File: src/rtl/branch_redirect_ctrl.sv
// branch_redirect_ctrl: execute-stage next-PC resolution, flush and fetch redirect sequencing (BRC_STATS_EN adds counters)
module branch_redirect_ctrl #(
  parameter int XLEN = 32,
  parameter int FLUSH_CYCLES = 2
) (
  input  logic            clk,
  input  logic            rst,
  input  logic            ex_valid,
  input  logic            ex_is_branch,
  input  logic            ex_is_jal,
  input  logic            ex_is_jalr,
  input  logic [XLEN-1:0] ex_pc,
  input  logic [XLEN-1:0] ex_imm,
  input  logic [XLEN-1:0] ex_rs1_val,
  input  logic [XLEN-1:0] ex_pred_pc,
  input  logic            br_taken,
  output logic            ex_ready,
  output logic            flush,
  output logic            redirect_valid,
  output logic [XLEN-1:0] redirect_pc,
  input  logic            redirect_ready,
  output logic            misaligned_exc,
  output logic            busy,
  output logic [31:0]     branch_cnt,
  output logic [31:0]     mispredict_cnt
);
  typedef enum logic [1:0] {IDLE, FLUSH, REDIRECT} state_t;
  state_t state;
  logic [2:0] cnt;
  logic resolve, taken, mis, mp;
  logic [XLEN-1:0] target, next_pc;
  always_comb begin
    resolve = state == IDLE && ex_valid && (ex_is_branch || ex_is_jal || ex_is_jalr);
    taken = ex_is_jalr || ex_is_jal || (ex_is_branch && br_taken);
    target = ex_is_jalr ? ((ex_rs1_val + ex_imm) & ~XLEN'(1)) : ex_pc + ex_imm;
    next_pc = taken ? target : ex_pc + XLEN'(4);
    mis = taken && target[1:0] != 2'b00;
    mp = resolve && !mis && next_pc != ex_pred_pc;
  end
  assign ex_ready = state == IDLE;
  always_ff @(posedge clk) begin
    if (rst) begin
      state <= IDLE;
      cnt <= '0;
      flush <= 1'b0;
      redirect_valid <= 1'b0;
      redirect_pc <= '0;
      misaligned_exc <= 1'b0;
      busy <= 1'b0;
    end else begin
      misaligned_exc <= resolve && mis;
      case (state)
        IDLE: if (mp) begin
          state <= FLUSH;
          cnt <= 3'(FLUSH_CYCLES);
          redirect_pc <= next_pc;
          flush <= 1'b1;
          busy <= 1'b1;
        end
        FLUSH: if (cnt == 3'd1) begin
          state <= REDIRECT;
          flush <= 1'b0;
          redirect_valid <= 1'b1;
        end else cnt <= cnt - 3'd1;
        REDIRECT: if (redirect_ready) begin
          state <= IDLE;
          redirect_valid <= 1'b0;
          busy <= 1'b0;
        end
        default: state <= IDLE;
      endcase
    end
  end
`ifdef BRC_STATS_EN
  always_ff @(posedge clk) begin
    if (rst) begin
      branch_cnt <= '0;
      mispredict_cnt <= '0;
    end else begin
      if (resolve && !mis) branch_cnt <= branch_cnt + 32'd1;
      if (mp) mispredict_cnt <= mispredict_cnt + 32'd1;
    end
  end
`else
  assign branch_cnt = '0;
  assign mispredict_cnt = '0;
`endif
endmodule
File: config.mk
export PLATFORM = sky130hd
export DESIGN_NAME = branch_redirect_ctrl
export DESIGN_NICKNAME = d
export VERILOG_FILES = /design/src/rtl/branch_redirect_ctrl.sv
export SDC_FILE = /design/constraint.sdc
export NUM_CORES = 1
export LEC_CHECK = 0
export ABC_AREA = 1
export CORE_ASPECT_RATIO = 1.4
export CORE_MARGIN = 1
export CORE_UTILIZATION = 35
export DETAILED_ROUTE_END_ITERATION = 10
export GPL_TIMING_DRIVEN = 0
export HOLD_SLACK_MARGIN = 0.12
export PLACE_DENSITY_LB_ADDON = 0.05
export SLEW_MARGIN = 20
export SYNTH_ARGS = -nofsm -noshare
export SYNTH_HDL_FRONTEND = slang
export SYNTH_SLANG_ARGS = --single-unit
File: constraint.sdc
create_clock -name clk -period 3.23 [get_ports clk]
set_input_delay 0.4845 -clock clk [delete_from_list [all_inputs] [get_ports clk]]
set_output_delay 0.4845 -clock clk [all_outputs]
set_load 0.1 [all_outputs]
==> results.cfg <==
[outcome]
status = finished, violations left
violations = DRC

[drt]
postRouteAntennaNets = 0
wl_um = 38740
dr.first_iter.drc_count = 549
drc = 32
num_vias = 11650
vias_per_cell = 4.757
wl_per_cell_um = 15.82
drt-pass1-iter-count = 10

[setup_path]
r2r_start = state[1]
crit_path_max_fanout = 7
cp_common_cell = nand2_2
reg2regPathDepth = 7
critPathLaunchType = primary input
crit_path_max_incr_delay_ns = 0.32
ff2ff_setup_slack_ns = 1.63
worstPathArrival_ns = 3.41
slowest_stage = nand3b_1
cp.required_ns = 3.46
reg2reg_to = redirect_pc[19]
crit_type = in2reg
endpoint_kind = flop

[global_route]
grt_usage = 0.2797
grt_pass1_vias = 11040
grt.overflow.total = 0
grt_max_degree = 13
grt_pass1_wl_um = 56720
antenna_found_initial = 0

[synthesis]
avgSynthCellArea_sq_um = 4.999
ys_seq_elements = 41
synth_top_area_cell = nand2_1
synth_top_family_by_area = simple AND/OR/NAND/NOR gates
ys_async_sr_fraction = 0
ys_top_cells_by_area = nand2_1, inv_1, nand3_1
synth_ff_type = dfxtp_1
synth.distinct_cells = 45
syn_inst = 1820
synth_area_sq_um = 9099
muxShareOfSynthArea = 0
synth_compound_area_frac = 0.06078
yosys.area_share.adder = 0.09241
synth_edf_count = 0
yosys_warnings = 0
synthXorXnorAreaFrac = 0.01925
synth_top_area_share = 0.3012
yosys.area_share.simple = 0.5370
yosysSeqAreaShare = 0.09021

[hold_path]
min_path_type = reg2reg
min-delay-start = redirect_valid
worstHoldPathCells = 2
whs_endpoint = redirect_valid

[run]
maxCapViolCount = 0

[placement]
dpl.hpwl_um = 32270
place_inst = 2374
gp_congestion = 0.9184
port_buffers = 172
place_area_sq_um = 11460

[timing]
skew_ns = 0.006365
fin_crit_sh = 0.9835
slew_headroom = 0.3424
drv_slew = 0
setup_viol = 0
hold_viol_final = 0
fmax_mhz = 314.8
finalCriticalPeriod_ns = 3.177
tightest_slew_ns = 0.9834

[power]
vdd_drop_max_mv = 0.2334
power.density_nw_per_um2 = 306.0
power_leakage_uw = 0.007790

[layout]
antenna_cells = 0
fin_area_sq_um = 14120
syn2layout_area_growth_pct = 55.18
fin_nets = 2332
fin_cells = 2449
drive_gt1_frac = 0.2789

[clock_tree]
clock-sinks = 41
worstSkewPairLatency_ns = 0.29
clkTransAtPathRegs_ns = 0.06
postCtsHoldBufs = 0
htreeDepth = 2
clock-root-buffer = clkbuf_16
cts_tree = yes
cts_buffer_depth = 2
cts_buffers = 5

[die]
core_area_sq_um = 25470
die_x_um = 138.3
start_util = 0.3573
die_h_um = 192.8
die_area_sq_um = 26650
num_rows = 69
ios = 237
## cell families after synthesis
group | Yosys count
AOI/OAI and AO/OA | 105
xor gates and xnor gates | 20
and+or+nand+nor | 1175
DFF | 41
other | 1
adders and majority gates | 66
buffers and inverters | 412
## report_power, final
part           switching, uW  internal [uW]
clock network            206            359
logic                   2100           1060
registers               33.9            567
total                   2330           1990
## metal layers
| layer | track usage | vias to the layer above | routed length [um] |
|---|---|---|---|
| met5 | 0 | - | 0 |
| met4 | 0.1659 | 0 | 2082 |
| met3 | 0.01687 | 97 | 1531 |
| met2 | 0.5524 | 324 | 20450 |
| met1 | 0.2921 | 5140 | 14670 |
| li1 | - | 6090 | - |
## synthesized netlist by cell type (all sizes together) (17+ instances only)
cell and number:
a21oi 58, nand3 176, dfxtp 41, nand3b 17, o21ai 36, buf 78
nand2 732, nor2 196, ha 64, nor3 18, inv 324, nand4 18
## area by class of cell
| cell class | instances | area (sq um) |
|---|---|---|
| repair buffers | 239 | 2019 |
| repair inverters | 1 | 8.758 |
| multi-input cells | 1430 | 8812 |
| clock buffers | 5 | 125.1 |
| flip-flops and latches | 41 | 820.8 |
| plain buffers | 87 | 661.9 |
| fillers | 2698 | 11350 |
| well taps | 319 | 399.1 |
| clock inverters | 2 | 35.03 |
| inverters | 325 | 1237 |
## worst max-delay path: cells and delay by family
family	cells	cell delay [ns]
simple gates	19	1.90
buf+inv	5	0.72
fa+ha+maj	1	0.26
## state kept, by name, summed over array words and instances, names as in the netlist
name,cells
state,2
busy,1
redirect_pc,32
cnt,3
flush,1
misaligned_exc,1
redirect_valid,1
## through the flow
stage	total power, uW	setup TNS [ns]	util	hold slack [ns]	worst slack, ns
floorplan	2455	0	-	0.4550	0.2984
global placement	3154	-40.08	0.4498	0.4511	-1.150
detailed placement	3167	-41.14	0.4498	0.4560	-1.177
CTS	4013	-1.312	0.5099	0.4657	-0.05535
global route	4602	-0.05131	0.5544	0.4988	-0.04521
finish	4321	0	0.5544	0.4654	0.05318
## how the worst max path moves through the flow
stage / startpoint / end / slack, ns / depth (start not counted)
after floorplan: ex_pc[0] / redirect_pc[0] / 0.30 / 23
after global placement: ex_pc[24] / redirect_pc[26] / -1.15 / 22
after detailed placement: ex_pc[24] / redirect_pc[26] / -1.18 / 22
after CTS: ex_rs1_val[0] / redirect_pc[31] / -0.06 / 27
after global routing: ex_rs1_val[22] / redirect_pc[10] / -0.05 / 26
final: ex_imm[7] / redirect_pc[10] / 0.05 / 25
## layout by cell type, fill, tap and decap left out, drive strengths merged, types with 3 or more instances in the layout
| cell type | n |
|---|---|
| a21o | 3 |
| a21oi | 58 |
| buf | 155 |
| clkbuf | 65 |
| clkdlybuf4s15 | 4 |
| clkdlybuf4s50 | 78 |
| clkinv | 3 |
| conb | 64 |
| dfxtp | 41 |
| dlygate4sd2 | 6 |
| dlymetal6s2s | 23 |
| ha | 64 |
| inv | 324 |
| nand2 | 732 |
| nand3 | 176 |
| nand3b | 17 |
| nand4 | 18 |
| nor2 | 196 |
| nor3 | 18 |
| nor4 | 5 |
| o21ai | 36 |
| o21bai | 4 |
| or2 | 8 |
| xnor2 | 8 |
| xor2 | 12 |
## repair_timing
item | in CTS | in global routing
setup buffers | 30 | 36
setup endpoints to repair | 38 | 38
cloned | 0 | 2
resized for setup | 303 | 423
pin swaps | 47 | 143
(Power assumes the default switching activity.)
